==> src/rtl/muldiv_unit.sv <==
// Iterative radix-2 multiply/divide unit that owns the architectural HI/LO
// registers. One step runs per cycle, and busy stalls the front of the pipeline.
module muldiv_unit (
  input  logic        clk,
  input  logic        reset,
  input  logic [2:0]  op_e,
  input  logic [31:0] srca_e,
  input  logic [31:0] srcb_e,
  output logic [31:0] hi,
  output logic [31:0] lo,
  output logic        busy,
  output logic [1:0]  dbg_state
);

  localparam logic [2:0] OP_MULT  = 3'b001;
  localparam logic [2:0] OP_MULTU = 3'b010;
  localparam logic [2:0] OP_DIV   = 3'b011;
  localparam logic [2:0] OP_DIVU  = 3'b100;
  localparam logic [2:0] OP_MTHI  = 3'b101;
  localparam logic [2:0] OP_MTLO  = 3'b110;

  typedef enum logic [1:0] {
    S_IDLE = 2'd0,
    S_RUN  = 2'd1,
    S_DONE = 2'd2
  } state_t;

  state_t      state;
  logic [4:0]  cnt;
  logic        is_div;
  logic        neg_q;
  logic        neg_r;
  logic [31:0] opd;
  logic [31:0] a_raw;
  logic [63:0] acc;
  logic [31:0] rem;

  logic        start;
  logic        start_div;
  logic        start_sgn;
  logic [31:0] a_mag;
  logic [31:0] b_mag;
  logic [32:0] mul_sum;
  logic [63:0] mul_next;
  logic [63:0] prod_s;
  logic [32:0] div_shift;
  logic [32:0] div_diff;
  logic        div_ok;
  logic [31:0] div_rem_next;
  logic [31:0] div_q_next;
  logic [31:0] res_hi;
  logic [31:0] res_lo;

  // Handshake: busy is a pure stall request. It is high while a mult/div is
  // pending in IDLE or stepping in RUN. It falls in DONE so the held
  // instruction can leave execute, and it is never high while reset is low.
  always_comb begin
    start     = (op_e == OP_MULT) || (op_e == OP_MULTU) ||
                (op_e == OP_DIV)  || (op_e == OP_DIVU);
    start_div = (op_e == OP_DIV) || (op_e == OP_DIVU);
    start_sgn = (op_e == OP_MULT) || (op_e == OP_DIV);
    busy      = reset && ((state == S_RUN) || ((state == S_IDLE) && start));
    dbg_state = state;
  end

  always_comb begin
    a_mag = (start_sgn && srca_e[31]) ? (32'd0 - srca_e) : srca_e;
    b_mag = (start_sgn && srcb_e[31]) ? (32'd0 - srcb_e) : srcb_e;
  end

  // Multiply: the multiplier sits in acc[31:0] and shifts out LSB first.
  // The multiplicand is added into the upper half.
  always_comb begin
    mul_sum  = {1'b0, acc[63:32]} + (acc[0] ? {1'b0, opd} : 33'd0);
    mul_next = {mul_sum, acc[31:1]};
    prod_s   = neg_q ? (64'd0 - mul_next) : mul_next;
  end

  // Divide: restoring. The dividend/quotient shifts through acc[31:0].
  always_comb begin
    div_shift    = {rem, acc[31]};
    div_diff     = div_shift - {1'b0, opd};
    div_ok       = ~div_diff[32];
    div_rem_next = div_ok ? div_diff[31:0] : div_shift[31:0];
    div_q_next   = {acc[30:0], div_ok};
  end

  always_comb begin
    res_hi = prod_s[63:32];
    res_lo = prod_s[31:0];
    if (is_div) begin
      if (opd == 32'd0) begin
        res_hi = a_raw;
        res_lo = 32'hFFFF_FFFF;
      end else begin
        res_lo = neg_q ? (32'd0 - div_q_next) : div_q_next;
        res_hi = neg_r ? (32'd0 - div_rem_next) : div_rem_next;
      end
    end
  end

  always_ff @(posedge clk or negedge reset) begin
    if (!reset) begin
      state  <= S_IDLE;
      cnt    <= 5'd0;
      is_div <= 1'b0;
      neg_q  <= 1'b0;
      neg_r  <= 1'b0;
      opd    <= 32'd0;
      a_raw  <= 32'd0;
      acc    <= 64'd0;
      rem    <= 32'd0;
      hi     <= 32'd0;
      lo     <= 32'd0;
    end else begin
      case (state)
        S_IDLE: begin
          if (start) begin
            is_div <= start_div;
            neg_q  <= start_sgn && (srca_e[31] ^ srcb_e[31]);
            neg_r  <= start_sgn && srca_e[31];
            opd    <= start_div ? b_mag : a_mag;
            acc    <= {32'd0, (start_div ? a_mag : b_mag)};
            rem    <= 32'd0;
            a_raw  <= srca_e;
            cnt    <= 5'd0;
            state  <= S_RUN;
          end else if (op_e == OP_MTHI) begin
            hi <= srca_e;
          end else if (op_e == OP_MTLO) begin
            lo <= srca_e;
          end
        end
        S_RUN: begin
          cnt <= cnt + 5'd1;
          if (is_div) begin
            acc[31:0] <= div_q_next;
            rem       <= div_rem_next;
          end else begin
            acc <= mul_next;
          end
          if (cnt == 5'd31) begin
            hi    <= res_hi;
            lo    <= res_lo;
            state <= S_DONE;
          end
        end
        S_DONE:  state <= S_IDLE;
        default: state <= S_IDLE;
      endcase
    end
  end

endmodule

==> config.mk <==
export PLATFORM = sky130hd
export DESIGN_NAME = muldiv_unit
export DESIGN_NICKNAME = d
export VERILOG_FILES = /design/src/rtl/muldiv_unit.sv
export SDC_FILE = /design/constraint.sdc
export NUM_CORES = 1
export LEC_CHECK = 0
export CELL_PAD_IN_SITES_DETAIL_PLACEMENT = 2
export CELL_PAD_IN_SITES_GLOBAL_PLACEMENT = 2
export CORE_AREA = 2 2 226 228
export CTS_BUF_LIST = sky130_fd_sc_hd__clkbuf_8
export DETAILED_ROUTE_END_ITERATION = 16
export DIE_AREA = 0 0 228 230
export GPL_ROUTABILITY_DRIVEN = 0
export PLACE_DENSITY = 0.95
export REMOVE_ABC_BUFFERS = 1
export SETUP_SLACK_MARGIN = 0.15
export SKIP_LAST_GASP = 1
export SYNTH_ARGS = -nofsm -noshare
export SYNTH_HDL_FRONTEND = slang
export SYNTH_SLANG_ARGS = --single-unit
export TNS_END_PERCENT = 20
==> constraint.sdc <==
create_clock -name clk -period 7.6 [get_ports clk]
set_clock_uncertainty 0.05 [all_clocks]
set_input_delay 0.76 -clock clk [delete_from_list [all_inputs] [get_ports clk]]
set_output_delay 0.76 -clock clk [all_outputs]
set_load 0.01 [all_outputs]
==> summary.md, run 1 <==
| Metric | Value |
|---|---|
| Setup CP Type | `reg -> reg` |
| CTS resizes | `0` |
| Outcome | `finished with violations` |
| Design area | `0.0225 sq mm` |
| Post-DRT Antenna Nets | `0` |
| Post-DP HPWL | `73,400 microns` |
| Fin crit share | `91.4%` |
| CTS buffer count | `46` |
| RSZ-0062 raised after global routing | `no` |
| Worst Path Max Fanout | `47` |
| Hold Vio Cnt, Final | `0` |
| GR Util All Layers | `44.3%` |
| Worst Hold Class | `reg -> reg` |
| Post-CTS setup buffer count | `0` |
| Sequential share of the synthesized area | `29.6%` |
| Reg clk slew, reported paths | `0.08 ns` |
| DR vias/cell | `7.33` |
| Fmax | `144 MHz` |
| Post-DP Area | `0.0215 sq mm` |
| Tmin final | `6.95 ns` |
| Asr flop ratio synth | `100%` |
| Via Count | `23,982` |
| Synth-to-Final Area Change | `13.9%` |
| Die area | `0.0524 sq mm` |
| Worst endpoint required time | `8.16 ns` |
| Yosys warns | `0` |
| CTS tree | `built` |
| H-tree depth | `2` |
| Initial core utilization | `39.7%` |
| Clock root buffer | `clkbuf_8` |
| Gr ovfl total | `0` |
| Core Area | `0.0499 sq mm` |
| PD cells | `604 mW/mm^2` |
| Layout cells sized above 1 | `6.27%` |
| Iter 0 DRT Violations | `2,742` |
| Initial antenna violation count | `3` |
| Tot Pwr | `13.6 mW` |
| Site Rows | `82` |
| Nets | `2,705` |
| Crit path DAT | `7.51 ns` |
| Worst-Skew Late Latency | `0.70 ns` |
| IO buf count | `135` |
| Maximum buffer depth of the clock tree | `3` |
| Worst setup EP type | `register` |
| Num ports | `136` |
| Worst vdd ir | `0.258 mV` |
| Pins over their slew limit | `0` |
| Pleak | `8.99 nW` |
| DRT Pass-1 Iters | `8` |
| # fillers | `5,590` |
| First-pass GRT wire length | `178,000 microns` |
| Largest net degree at the start of global routing | `144` |
| Final core occ | `45.2%` |
| Vias in the first global route | `26,190` |
| Die X | `228 microns` |
| EDFF count, synth | `0` |
| DRT Wirelength | `119,000 microns` |
| Max-Cap Viols | `1` |
| Final setup fails | `0` |
| Least-Margin Pin Slew | `1.48 ns` |
| Cells after synthesis | `2,547` |
| CP startpoint kind | `register` |
| Predominant post-synthesis flop cell | `dfrtp_1` |
| Mapped cell area | `0.0198 sq mm` |
| Post-synthesis area per instance | `7.77 sq um` |
| Unique masters post-synth | `97` |
| DR DRC count | `0` |
| Failing checks | `capacitance limit` |
| CTS Sinks | `234` |
| Wire per inst | `36.3 microns` |
| Die Y | `230 microns` |
| #FFs+latches synth | `234` |
| Rel. slew slack | `1.16%` |
[area by class of cell]
cell class	instances	area (sq um)	share of cell area (%)
multi-input cells	2053	13000	57.5
inverters	67	251	1.12
clock inverters	22	183	0.810
repair buffers	161	1570	6.95
diodes	1	2.50	0.0111
clock buffers	63	867	3.85
flip-flops and latches	234	5860	26.0
well taps	672	841	3.73
[flip-flops by register name, summed over array words and instances (netlist names)]
signal and flops:
hi 32, dbg_state 2, a_raw 32, acc 64
rem 32, neg_q 1, lo 32, neg_r 1
is_div 1, opd 32, cnt 5
[repair_timing]
action                                  in CTS  in global routing
hold endpoints to repair                    46                  0
endpoints found under the setup margin       0                  0
hold buffers                                 1                  0
[cells in the mapped netlist (15+ instances only)]
library cell | number | area, sq um
and2_1 | 20 | 125
o221ai_1 | 33 | 289
mux2i_1 | 57 | 571
o21ai_0 | 202 | 1010
dfrtp_1 | 234 | 5860
and3_1 | 15 | 93.8
ha_1 | 71 | 888
nand4_1 | 28 | 175
o31ai_1 | 40 | 300
a31oi_1 | 42 | 263
a21o_1 | 23 | 173
o21a_1 | 25 | 188
a21oi_1 | 183 | 916
nand2b_1 | 19 | 119
clkbuf_1 | 159 | 597
nor3_1 | 51 | 255
nor2_1 | 231 | 867
a211oi_1 | 76 | 571
o41ai_1 | 15 | 131
nand3_1 | 94 | 470
buf_1 | 17 | 63.8
nor4_1 | 29 | 181
inv_1 | 66 | 248
a221oi_1 | 18 | 158
or3_1 | 17 | 106
xnor2_1 | 140 | 1230
xor2_1 | 73 | 639
a22oi_1 | 33 | 248
nand2_1 | 324 | 1220
[worst max-delay path, cell delays in order (launching register included)]
cell and delay (ns):
dfrtp_1 0.40, buf_4 0.20, inv_1 0.07, ha_1 0.18, inv_1 0.08, fa_1 0.47
a211oi_2 0.39, o211ai_2 0.19, a211oi_1 0.66, nor3_1 0.14, o211a_1 0.29, inv_2 0.70
nor2_1 0.09, a21oi_1 0.36, ha_1 0.34, nand2_1 0.18, mux2i_1 0.44, nand3_2 0.34
o41ai_2 0.51, xnor2_1 0.15, a2111oi_2 0.43, a211o_1 0.18
[layer usage]
| metal | track usage, % | up-vias | share of wire, % |
|---|---|---|---|
| li1 | - | 9309 | - |
| met1 | 51.8 | 11981 | 36 |
| met2 | 71.1 | 1955 | 45 |
| met3 | 10.8 | 733 | 10 |
| met4 | 32.4 | 4 | 8.6 |
| met5 | 0 | - | 0.019 |
[layout by cell type, fill, tap and decap left out, drive strengths merged, types with 26 or more instances in the layout]
| master | Yosys | layout |
|---|---|---|
| a31oi | 42 | 42 |
| nor4 | 29 | 29 |
| o21ai | 213 | 213 |
| buf | 34 | 26 |
| ha | 71 | 71 |
| clkbuf | 159 | 63 |
| a21oi | 186 | 186 |
| o221ai | 33 | 33 |
| nor2 | 231 | 231 |
| inv | 67 | 76 |
| nand2 | 324 | 324 |
| a211oi | 78 | 78 |
| nand3 | 95 | 95 |
| nor3 | 51 | 51 |
| nand4 | 29 | 29 |
| clkdlybuf4s50 | 0 | 134 |
| a22oi | 33 | 33 |
| xor2 | 73 | 73 |
| mux2i | 57 | 57 |
| o31ai | 41 | 41 |
| dfrtp | 234 | 234 |
| xnor2 | 140 | 140 |
[cell families (layout without fill, tap and decap cells)]
kind of cell | after synthesis | after routing | synth area share [%]
xor+xnor | 213 | 213 | 9.42
other cells | 0 | 1 | 0
mux | 63 | 63 | 3.22
simple gates | 885 | 885 | 20.4
fa+ha+maj | 73 | 73 | 4.69
buf+inv | 260 | 313 | 5.19
compound gates | 819 | 819 | 27.5
flops | 234 | 234 | 29.6
[through the flow]
stage / cells / worst slack [ns] / TNS, ns / hold slack, ns
after detailed placement: 3186 / 1.54 / 0 / 0.434
after CTS: 3272 / 0.967 / 0 / 0.474
after global placement: 3186 / 1.96 / 0 / 0.406
after floorplan: 2354 / -0.0419 / -0.249 / 0.387
final: 3273 / 0.654 / 0 / 0.478
after global routing: 3272 / 0.580 / 0 / 0.497
[report_power, final]
part | switching (mW) | internal [mW]
clock network | 0.736 | 0.842
registers | 0.858 | 1.82
logic | 6.40 | 2.96
total | 7.99 | 5.62
[worst paths after layout]
path,startpoint,endpoint,slack (ns),cells past startpoint
min reg2reg,a_raw[27]$_DFFE_PN0P_,a_raw[27]$_DFFE_PN0P_,0.48,2
max in group asynchronous,reset,neg_q$_DFFE_PN0P_,4.63,4
min,a_raw[27]$_DFFE_PN0P_,a_raw[27]$_DFFE_PN0P_,0.48,2
max reg2reg,acc[31]$_DFFE_PN0P_,hi[30]$_DFFE_PN0P_,0.65,21
max,acc[31]$_DFFE_PN0P_,hi[30]$_DFFE_PN0P_,0.65,21
min in group asynchronous,reset,a_raw[2]$_DFFE_PN0P_,0.54,2
Note: power is estimated with default switching activity, not from simulation.
==> run 2: changes to the inputs <==
--- a/config.mk
+++ b/config.mk
@@ -5,6 +5,7 @@
 export SDC_FILE = /design/constraint.sdc
 export NUM_CORES = 1
 export LEC_CHECK = 0
+export CAP_MARGIN = 10
 export CELL_PAD_IN_SITES_DETAIL_PLACEMENT = 2
 export CELL_PAD_IN_SITES_GLOBAL_PLACEMENT = 2
 export CORE_AREA = 2 2 226 228
==> run 2 against run 1 <==
The run now ends clean. Routed wire length hardly changed. Non-clock buffer count increased by 2. Count of clock-buffer cells in the layout stayed put. Global-route usage unchanged. Die area did not move. Critical path type unchanged. Critical endpoint unchanged.
==> summary.md, run 2 (synthesis results as in run 1) <==
| Metric | Value |
|---|---|
| Post-placement setup slack | `1.54 ns (unchanged)` |
| Worst Path Max Fanout | `47 (unchanged)` |
| Design area | `0.0226 sq mm (+0.14%)` |
| Most common cell after layout, fill and taps aside | `nand2_1` |
| Worst-Skew Late Latency | `0.70 ns (about the same)` |
| Setup TNS | `0 ns (unchanged)` |
| Layout cells sized above 1 | `6.34% (+0.072 points)` |
| First-pass GRT wire length | `178,000 microns (unchanged)` |
| CTS resizes | `0 (unchanged)` |
| Switching Fraction | `58.6% (-0.080 points)` |
| Iter 0 DRT Violations | `2,815 (+2.7%)` |
| Fin crit share | `90.7% (-0.74 points)` |
| Die area | `0.0524 sq mm (unchanged)` |
| DRT Pass-1 Iters | `8 (unchanged)` |
| CTS buffer count | `46 (unchanged)` |
| Die Y | `230 microns (unchanged)` |
| Worst-case hold slack | `0.474 ns (-0.00422 ns)` |
| Synth-to-Final Area Change | `14.0%` |
| Tmin final | `6.89 ns (-0.0565 ns)` |
| PD cells | `603 mW/mm^2 (about the same)` |
| Worst Setup Slack, final | `0.710 ns (+0.0565 ns)` |
| Maximum buffer depth of the clock tree | `3 (unchanged)` |
| Clock root buffer | `clkbuf_8` |
| Worst setup EP type | `register` |
| Post-DRT Antenna Nets | `0 (unchanged)` |
| Post-CTS setup buffer count | `0 (unchanged)` |
| Initial core utilization | `39.7% (unchanged)` |
| Post-DP HPWL | `73,400 microns (unchanged)` |
| Rel. slew slack | `7.30% (+6.1 points)` |
| Gr ovfl total | `0 (unchanged)` |
| DR vias/cell | `7.31 (-0.19%)` |
| Pleak | `9.01 nW (+0.19%)` |
| Outcome | `completed` |
| Delay of the slowest critical-path stage | `0.71 ns (about the same)` |
| Core Area | `0.0499 sq mm (unchanged)` |
| Worst Hold Class | `reg -> reg` |
| CTS tree | `built` |
| Max reg flops | `64 (unchanged)` |
| P_sw | `7.99 mW (about the same)` |
| Clk pwr share | `11.6% (about the same)` |
| Nets | `2,707 (+0.074%)` |
| Largest net degree at the start of global routing | `144 (unchanged)` |
| Largest register by flop count | `acc` |
| GR Util All Layers | `44.3% (unchanged)` |
| H-tree depth | `2 (unchanged)` |
| Most frequent cells in the layout | `nand2_1 (322), dfrtp_1 (232), nor2_1 (228)` |
| DR DRC count | `0 (unchanged)` |
| Tot Pwr | `13.6 mW (about the same)` |
| Register share of total power | `19.6% (about the same)` |
| Logic pwr share | `68.8% (about the same)` |
| CTS Sinks | `234 (unchanged)` |
| Fmax | `145 MHz (+0.82%)` |
| Worst endpoint required time | `8.17 ns (about the same)` |
| Post-CTS Hold Buffers | `1 (unchanged)` |
| Num ports | `136 (unchanged)` |
| P_int | `5.64 mW (+0.28%)` |
| Post-DP Area | `0.0215 sq mm (unchanged)` |
| Setup CP Type | `reg -> reg` |
| Least-Margin Pin Slew | `1.39 ns (-0.0939 ns)` |
| Max-Cap Viols | `0 (-1)` |
| Pins over their slew limit | `0 (unchanged)` |
| Initial antenna violation count | `3 (unchanged)` |
| Critical path's slowest cell | `inv_2` |
| Crit path cell chain | `buf_4, inv_1, ha_1, inv_1, fa_1, a211oi_2, o211ai_2, a211oi_1, nor3_1, o211a_1, inv_2, nor2_1, a21oi_1, ha_1, nand2_1, mux2i_1, nand3_2, o41ai_2, xnor2_1, a2111oi_2, a211o_1` |
| Wire per inst | `36.2 microns (-0.15%)` |
| RSZ-0062 raised after global routing | `no` |
| Vias in the first global route | `26,190 (unchanged)` |
| DRT Wirelength | `119,000 microns (about the same)` |
| Hold Vio Cnt, Final | `0 (unchanged)` |
| Worst vdd ir | `0.258 mV (about the same)` |
| Via Count | `23,950 (-0.13%)` |
| Site Rows | `82 (unchanged)` |
| IO buf count | `135 (unchanged)` |
| Final setup fails | `0 (unchanged)` |
| Die X | `228 microns (unchanged)` |
| CP startpoint kind | `register` |
| Reg clk slew, reported paths | `0.07 ns (about the same)` |
| Crit path DAT | `7.46 ns (-0.05 ns)` |
==> run 2: power by group through the flow <==
| stage | clock [mW] | combinational, mW | sequential [mW] |
|---|---|---|---|
| 5_1_grt | 1.61 | 9.67 | 2.68 |
| 3_3_place_gp | 0 | 7.51 | 2.44 |
| 3_5_place_dp | 0 | 8.20 | 2.54 |
| 2_1_floorplan | 0 | 5.22 | 2.40 |
| 6_report | 1.58 | 9.37 | 2.67 |
| 4_1_cts | 1.56 | 8.91 | 2.61 |
==> run 2: final timing paths <==
path	cells after the start	slack, ns	to	from
worst max-delay path	21	0.71	hi[30]$_DFFE_PN0P_	acc[31]$_DFFE_PN0P_
worst min-delay path	1	0.47	hi[1]$_DFFE_PN0P_	hi[1]$_DFFE_PN0P_
worst max register to register	21	0.71	hi[30]$_DFFE_PN0P_	acc[31]$_DFFE_PN0P_
worst min register to register	1	0.47	hi[1]$_DFFE_PN0P_	hi[1]$_DFFE_PN0P_
max in group asynchronous	4	4.63	neg_q$_DFFE_PN0P_	reset
min in group asynchronous	2	0.55	a_raw[2]$_DFFE_PN0P_	reset
==> run 2: layout make-up <==
class / count / area, sq um
inverter: 67 / 251
clock buffer: 63 / 867
fill: 5585 / 27300
multi-input combinational: 2053 / 13000
clock inverter: 22 / 183
timing repair buffer: 163 / 1600
sequential: 234 / 5860
tap: 672 / 841
antenna: 1 / 2.50
==> run 2: stage by stage <==
stage                     std cells  util [%]
after floorplan                2354         -
final                          3275      45.3
after CTS                      3272      45.2
after global routing           3274      45.3
after detailed placement       3186      43.1
after global placement         3186      43.1
==> run 2: layer usage <==
metal	share of wire [%]	global-route usage, %
met1	36	51.8
met2	45	71.1
met3	9.9	10.8
met4	8.7	32.4
met5	0.023	0
==> run 2: worst max-delay path: cells and delay by family (launching register included) <==
kind | cells | cell delay [ns]
XOR/XNOR | 1 | 0.14
flip-flops | 1 | 0.41
adder cells (fa/ha/maj) | 3 | 0.99
AND/OR/NAND/NOR | 4 | 0.74
AO/OA/AOI/OAI | 8 | 2.97
buffers and inverters | 4 | 1.06
multiplexers | 1 | 0.43
